### src/rtl/divisor_pkg.sv
// divisor_pkg: shared types and constants for the sequential restoring divider.
//   estado_t      - controller states (OCIOSO idle, CALCULA iterating, FIM done)
//   DEFAULT_WIDTH - default operand/result width
package divisor_pkg;

  typedef enum logic [1:0] {
    OCIOSO  = 2'd0,
    CALCULA = 2'd1,
    FIM     = 2'd2
  } estado_t;

  localparam int DEFAULT_WIDTH = 8;

endpackage

### src/rtl/divisor_passo.sv
// divisor_passo: one combinational restoring-division step.
//   a      in  WIDTH+1  partial remainder
//   b      in  WIDTH    dividend/quotient shift register
//   d      in  WIDTH    divisor
//   a_next out WIDTH+1  updated partial remainder
//   b_next out WIDTH    shifted register with the new quotient bit in [0]
module divisor_passo #(
  parameter int WIDTH = 8
) (
  input  logic [WIDTH:0]   a,
  input  logic [WIDTH-1:0] b,
  input  logic [WIDTH-1:0] d,
  output logic [WIDTH:0]   a_next,
  output logic [WIDTH-1:0] b_next
);

  logic [WIDTH:0] a_sh;
  logic           ge;

  assign a_sh = {a[WIDTH-1:0], b[WIDTH-1]};
  // a stays below d, so a[WIDTH] is always 0 in operation; folding it in
  // keeps the compare correct even for an out-of-range remainder.
  assign ge   = a[WIDTH] | (a_sh >= {1'b0, d});

  always_comb begin
    a_next = a_sh;
    b_next = {b[WIDTH-2:0], 1'b0};
    if (ge) begin
      a_next    = a_sh - {1'b0, d};
      b_next[0] = 1'b1;
    end
  end

endmodule

### src/rtl/divisor_binario_sequencial.sv
// divisor_binario_sequencial: sequential restoring unsigned divider,
// one quotient bit per clock, WIDTH iterations per operation.
//   clock, reset_n     clock / async active-low reset
//   start              begin division (taken in OCIOSO or in the FIM cycle)
//   dividendo, divisor operands, sampled on the start edge
//   quociente, resto   registered results, held until the next completion
//   pronto             one-cycle completion pulse (state FIM)
//   ocupado            high while iterating (state CALCULA)
//   erro_div_zero      with pronto when the divisor was zero
// Optional macro DIVISOR_ZERO_CHECK_EN: a zero divisor skips the iterations
// and completes in the cycle after start with erro_div_zero set.
module divisor_binario_sequencial
  import divisor_pkg::*;
#(
  parameter int WIDTH = DEFAULT_WIDTH
) (
  input  logic             clock,
  input  logic             reset_n,
  input  logic             start,
  input  logic [WIDTH-1:0] dividendo,
  input  logic [WIDTH-1:0] divisor,
  output logic [WIDTH-1:0] quociente,
  output logic [WIDTH-1:0] resto,
  output logic             pronto,
  output logic             ocupado,
  output logic             erro_div_zero
);

  localparam int CW = $clog2(WIDTH + 1);

  estado_t          estado_atual, estado_prox;
  logic [WIDTH:0]   registrador_a, a_passo;
  logic [WIDTH-1:0] registrador_b, registrador_d, b_passo;
  logic [CW-1:0]    contador;
  logic             aceita, div_zero, ultimo;

`ifdef DIVISOR_ZERO_CHECK_EN
  assign div_zero = (divisor == '0);
`else
  assign div_zero = 1'b0;
`endif

  // FIM is the last cycle of an operation, so a start seen there is the
  // back-to-back case and is accepted just like in OCIOSO.
  assign aceita  = start && (estado_atual == OCIOSO || estado_atual == FIM);
  assign ultimo  = (contador == CW'(WIDTH - 1));
  assign pronto  = (estado_atual == FIM);
  assign ocupado = (estado_atual == CALCULA);

  divisor_passo #(.WIDTH(WIDTH)) u_passo (
    .a      (registrador_a),
    .b      (registrador_b),
    .d      (registrador_d),
    .a_next (a_passo),
    .b_next (b_passo)
  );

  always_ff @(posedge clock or negedge reset_n) begin
    if (!reset_n) estado_atual <= OCIOSO;
    else          estado_atual <= estado_prox;
  end

  always_comb begin
    estado_prox = estado_atual;
    unique case (estado_atual)
      OCIOSO:  if (start) estado_prox = div_zero ? FIM : CALCULA;
      CALCULA: if (ultimo) estado_prox = FIM;
      FIM:     if (start) estado_prox = div_zero ? FIM : CALCULA;
               else       estado_prox = OCIOSO;
      default: estado_prox = OCIOSO;
    endcase
  end

  always_ff @(posedge clock or negedge reset_n) begin
    if (!reset_n) begin
      registrador_a <= '0;
      registrador_b <= '0;
      registrador_d <= '0;
      contador      <= '0;
      quociente     <= '0;
      resto         <= '0;
    end else if (aceita) begin
      registrador_a <= '0;
      registrador_b <= dividendo;
      registrador_d <= divisor;
      contador      <= '0;
      if (div_zero) begin
        quociente <= '1;
        resto     <= dividendo;
      end
    end else if (estado_atual == CALCULA) begin
      registrador_a <= a_passo;
      registrador_b <= b_passo;
      contador      <= contador + CW'(1);
      if (ultimo) begin
        quociente <= b_passo;
        resto     <= a_passo[WIDTH-1:0];
      end
    end
  end

`ifdef DIVISOR_ZERO_CHECK_EN
  logic erro_q;
  // Set only on the edge entering FIM via the zero path; any other edge clears it.
  always_ff @(posedge clock or negedge reset_n) begin
    if (!reset_n) erro_q <= 1'b0;
    else          erro_q <= aceita && div_zero;
  end
  assign erro_div_zero = erro_q;
`else
  assign erro_div_zero = 1'b0;
`endif

endmodule

### config.mk
export PLATFORM = sky130hd
export DESIGN_NAME = divisor_binario_sequencial
export DESIGN_NICKNAME = d
export VERILOG_FILES = /design/src/rtl/divisor_pkg.sv /design/src/rtl/divisor_passo.sv /design/src/rtl/divisor_binario_sequencial.sv
export SDC_FILE = /design/constraint.sdc
export NUM_CORES = 1
export LEC_CHECK = 0
export CAP_MARGIN = 20
export CORE_UTILIZATION = 50
export DETAILED_ROUTE_END_ITERATION = 16
export DONT_BUFFER_PORTS = 1
export GPL_ROUTABILITY_DRIVEN = 0
export PLACE_DENSITY = 0.63
export SYNTH_ARGS = -nofsm -noshare
export SYNTH_HDL_FRONTEND = slang
export SYNTH_SLANG_ARGS = --single-unit
export TNS_END_PERCENT = 50
### constraint.sdc
create_clock -name clock -period 5.7 [get_ports clock]
set_clock_uncertainty 0.1 [all_clocks]
set_input_delay 1.14 -clock clock [delete_from_list [all_inputs] [get_ports clock]]
set_output_delay 1.14 -clock clock [all_outputs]
set_load 0.01 [all_outputs]
* Yosys cells after proc, flatten, opt, wreduce, memory -nomap -nowiden
Index checks and enable logic that the tools add are counted.
** Operators by class
- Add/subtract/negate cells :: 2
- Multipliers :: 0
- Divide/modulo/power cells :: 0
- Magnitude comparators :: 1
- Equality and inequality tests :: 5
- Shift operators :: 0
- Multiplexer cells :: 12
- Bitwise logic cells :: 2
- Reduce and logical (&&, ||, !) cells :: 6
** Operators with widths (number)
- $mux 9 :: 3
- $mux 8 :: 2
- $ge 9x8->1 :: 1
- $sub 9x8->9 :: 1
- $mux 4 :: 2
- $pmux 2 s3 :: 1
- $add 4x1->4 const B :: 1
- $eq 4x3->1 const B :: 1
- $mux 2 :: 2
- $reduce_and 3->1 :: 1
- $eq 2x1->1 const B :: 1
- $eq 2x2->1 const B :: 1
- $logic_not 2->1 :: 1
- $mux 1 :: 2
- $ne 2x1->1 const B :: 1
- $ne 2x2->1 const B :: 1
- $reduce_and 2->1 :: 1
- $reduce_bool 2->1 :: 1
- $logic_and 1x1->1 :: 1
- $logic_or 1x1->1 :: 1
- $not 1->1 :: 1
- $or 1x1->1 :: 1
** Word-level totals
- Register bits :: 47
- Latch bits :: 0
- RAM bits :: 0
- ROM bits :: 0
- Input bits :: 19
- Output and inout bits :: 19
- Logic and storage cells :: 35
- Memories kept :: 0

* Depth between registers and ports, before layout
- Depth in word-level cells :: 5
- Mapped depth :: 9
- Gate-level depth less buffers :: 8

* Cells and area by module
A second synthesis with hierarchy kept.
** Unflattened totals
- Cells, all modules :: 233
- Area total of the unflattened synthesis :: 2486.1 um2
** Modules (own cells, without submodules)
- divisor_binario_sequencial :: instances 1, cells an instance 150, area an instance 1898.1 um2, seq. area each 1176.1 um2
- divisor_passo :: instances 1, cells an instance 83, area an instance 588.1 um2, seq. area each 0.0 um2

* Least setup slack after synthesis
Ideal clock, no wire load.
- Path kind :: input-to-reg
- Start point :: input start
- End point :: register registrador_a[6]
- Library setup time :: 0.087 ns
- Data arrival time :: 2.212 ns
- Data required time :: 5.513 ns
- Path slack :: 3.301 ns
- Stages on the path :: 6
- Path buffers :: 2
- Path through :: nor2b_1 -> clkbuf_1 -> nor2_1 -> clkbuf_1 -> nand2_1 -> o211ai_1
** On the way
- Longest elaborated chain between the ends :: 2
- Elaborated cells between the ends (all ways) :: 3
- Those cells by class :: mux (1); reduce/logical (2)
** Ends and longest elaborated chain
- from (decl) :: line divisor_binario_sequencial.sv:19 : input logic start,
- $logic_and 1x1->1 * :: line divisor_binario_sequencial.sv:45 : assign aceita = start && (estado_atual == OCIOSO || estado_atual == FIM);
- $mux 9 or $reduce_bool 2->1 (tied branches)
- to (signal assigned) :: line divisor_binario_sequencial.sv:92 : registrador_a <= a_passo;
- to (decl) :: line divisor_binario_sequencial.sv:32 : logic [WIDTH:0] registrador_a, a_passo;
Mark *: on every way between the ends. The rest lies on a longest branch, timed or not.
A chain may end at the register's enable or synchronous reset.

* Worst setup path in the final report
- Start point :: register estado_atual[1]
- End point :: output ocupado
** On the way
- Longest elaborated chain between the ends :: 1
** Ends and longest elaborated chain
- from (decl) :: line divisor_binario_sequencial.sv:31 : estado_t estado_atual, estado_prox;
- from (signal assigned) :: line divisor_binario_sequencial.sv:60 : else estado_atual <= estado_prox;
- $eq 2x1->1 :: line divisor_binario_sequencial.sv:48 : assign ocupado = (estado_atual == CALCULA);
- to (decl) :: line divisor_binario_sequencial.sv:25 : output logic ocupado,
Every way passes these cells.

==> impl_metrics.csv <==
group,metric,value,unit
drt,drtIter0Drc,143,
cells_and_area,n_fill_cell,388,
timing,min_period_over_period,0.515,
timing,max_clock_freq,0.340,GHz
power,combPwrFrac,0.558,
cells_and_area,syn_to_final_growth,3.82,%
power,power_frac_clock,0.103,
synth,yosysSeqAreaShare,0.485,
synth,ys_async_sr_fraction,1.00,
timing,hold_viol,0,
timing,period_needed,2.94,ns
power,p_int,1.01,mW
status,status,"finished, final reports clean",
grt,grt_pass1_wl,8540,µm
clock_network,htree_levels,2,
cells_and_area,final_nets,281,
drt,route.detailed.drc,0,
grt,grt_usage,0.216,
placed_design,place.detailed.hpwl,3470,µm
floorplan,ios,38,
power,seq_power_share,0.339,
worst_hold_path,min_to,"quociente[3]$_DFFE_PN0P_",
clock_network,cts_hold_buf,0,
drt,detail-route-antenna-nets,0,
floorplan,fp-row-count,24,
grt,gr-total-overflow,0,
worst_hold_path,min_from,"registrador_b[2]$_DFFE_PN0P_",
setup_path,r2r-end,"resto[5]$_DFFE_PN0P_",
synth,synth_area,2430,µm²
clock_network,cts_root_buf,"clkbuf_8",
clock_network,cts_buffer_depth,2,
grt,grt_pass1_vias,1773,
power,p_sw_frac,0.466,
placed_design,placed_cell_area,2440,µm²
synth,syn_nets,287,
clock_network,cts_buffers,5,
synth,synth_area_per_cell,9.40,µm²
timing,grt_setup_unrepaired,"false",
cells_and_area,n_antenna_cell,0,
synth,yosys_register_bits,47,
setup_path,arrival,1.70,ns
worst_hold_path,hold_class,"flip-flop to flip-flop",
timing,drv_slew,0,
clock_network,post-cts-setup-buffers,0,
worst_hold_path,min_path_cells,2,
synth,yosysUniqueCellTypes,50,
clock_network,cts.reportedPaths.clkPinSlew,0.09,ns
clock_network,cts_tree,"done",
drt,routed_wl,4960,µm
floorplan,start_util,0.539,
power,vdd_drop_max,0.382,mV
setup_path,critPathMaxFanout,21,
setup_path,crit_type,"flip-flop to primary output",
timing,setup_violations,0,
floorplan,core,4500,µm²
power,p_switching,881,µW
timing,worst_pin_slew,1.01,ns
power,power_density,750,nW/µm²
job,drv_cap,0,
setup_path,r2r_slack,2.93,ns
grt,grt_max_degree,48,
power,p_leak,1.15,nW
setup_path,worstRegToRegCells,6,
clock_network,clkSinkCount,47,
timing,whs,0.406,ns
clock_network,cts_resized,0,
floorplan,die_y,71.7,µm
drt,wl_per_cell,16.3,µm
drt,vias,1775,
grt,antenna_found_initial,0,
timing,relSlewSlack,0.323,
drt,detail_route.first_pass.iterations,4,
setup_path,r2r-start,"estado_atual[1]$_DFFE_PN0P_",
synth,yosys_most_used_dff,"dfrtp_1",
drt,vias_per_cell,5.84,
floorplan,design.die.area,5130,µm²
setup_path,endpoint_kind,"primary output",
floorplan,fp.dieW,71.7,µm
clock_network,worstSkewPairLatency,0.30,ns
timing,final.setup.tns,0,ns
setup_path,critPathRequiredTime,4.46,ns
cells_and_area,finalInstanceArea,2520,µm²
synth,synthesis.instances,258,
synth,synth_edf_count,0,
synth,synth-warning-count,0,
placed_design,port-buffer-count,0,
setup_path,start_kind,"flip-flop",
cells_and_area,layout-drive-gt1-share,0.0754,
==> per-stage QoR <==
step / power, mW / util / setup WS, ns / std cells
3_3_place_gp: 1.69 / 0.541 / 2.89 / 297
4_1_cts: 1.90 / 0.559 / 2.77 / 304
3_5_place_dp: 1.70 / 0.541 / 2.88 / 297
6_report: 1.89 / 0.559 / 2.76 / 304
5_1_grt: 2.07 / 0.559 / 2.63 / 304
2_1_floorplan: 1.49 / - / 3.30 / 258
==> metal layers <==
layer  global-route usage  up-vias  wire length (µm)
met3               0.0450       10               217
met5                    0        -                 0
met1                0.315      842              2430
met2                0.325       40              2230
li1                     -      883                 -
met4               0.0719        0                80
==> area by class of cell <==
class / instances / area, µm² / area share
sequential: 47 / 1180 / 0.467
multi-input combinational: 184 / 1140 / 0.452
clock buffer: 5 / 68.8 / 0.0273
tap: 52 / 65.1 / 0.0258
inverter: 13 / 48.8 / 0.0194
clock inverter: 2 / 13.8 / 0.00546
timing repair buffer: 1 / 7.51 / 0.00298
==> synthesized netlist by cell type (2+ instances only) <==
library cell   n  area (µm²)
o21ai_0       14        70.1
buf_2          4        20.0
a31o_1         2        17.5
a22oi_1        7        52.6
nand2_1       55         206
nand3_1        4        20.0
o21ai_1        2        10.0
xnor2_1        2        17.5
a31oi_1        4        25.0
buf_4          2        15.0
and2_1         3        18.8
xor2_1         4        35.0
nor2b_1        2        12.5
nand4_1        6        37.5
a21o_1         5        37.5
or3_1          2        12.5
o311ai_1       2        17.5
ha_1           9         113
nand3b_1       4        30.0
nor3_1         4        20.0
dfrtp_1       47        1180
a21oi_1        6        30.0
nor2_1        15        56.3
a32o_1         2        20.0
nor2_2         2        12.5
o31ai_1        5        37.5
nand2b_1       3        18.8
clkbuf_1       7        26.3
o211ai_1       2        15.0
inv_1         12        45.0
==> worst max-delay path by stage <==
stage / endpoint / slack [ns] / cells after the start / startpoint
after global routing: resto[1]$_DFFE_PN0P_ / 2.63 / 6 / estado_atual[1]$_DFFE_PN0P_
after floorplan: registrador_a[6]$_DFFE_PN0P_ / 3.30 / 6 / start
after CTS: ocupado / 2.77 / 2 / estado_atual[1]$_DFFE_PN0P_
final: ocupado / 2.76 / 2 / estado_atual[1]$_DFFE_PN0P_
after detailed placement: contador[2]$_DFFE_PN0P_ / 2.88 / 5 / start
after global placement: contador[2]$_DFFE_PN0P_ / 2.89 / 5 / start
==> registers in the layout, summed over array words and instances, names as in the netlist <==
| name | count |
|---|---|
| estado_atual | 2 |
| contador | 4 |
| quociente | 8 |
| registrador_b | 8 |
| registrador_a | 9 |
| registrador_d | 8 |
| resto | 8 |
==> placed cells by master (no fill, tap or decap), types with 5 or more instances in the layout <==
master and instances:
nand2_1 55, ha_1 9, dfrtp_1 47, a21oi_1 6, nand4_1 6, nor2_1 15, o21ai_0 14, a22oi_1 7
clkbuf_8 5, o31ai_1 5, a21o_1 5, inv_1 12
==> worst max-delay path, stage by stage (launching register included) <==
cell,delay [ns]
dfrtp_1,0.38
nand2b_1,0.35
inv_1,0.66
==> kinds of logic (layout without fill, tap and decap cells) <==
kind of cell               after synthesis  count (layout)  share of synthesized area
xor gates and xnor gates                 6               6                     0.0217
DFF                                     47              47                      0.485
buffers and inverters                   27              21                     0.0469
muxes                                    2               2                    0.00877
adders and majority gates               10              10                     0.0547
other                                    1               1                    0.00155
and+or+nand+nor                        101             101                      0.186
AOI/OAI and AO/OA                       64              64                      0.195
==> power by group through the flow <==
stage / Combinational [mW] / Sequential, mW / Clock (mW)
after floorplan: 0.881 / 0.611 / 0
after global placement: 1.05 / 0.647 / 0
after detailed placement: 1.05 / 0.649 / 0
after CTS: 1.06 / 0.643 / 0.201
after global routing: 1.19 / 0.665 / 0.215
final: 1.05 / 0.641 / 0.194
Power figures use the tool's default switching activity.
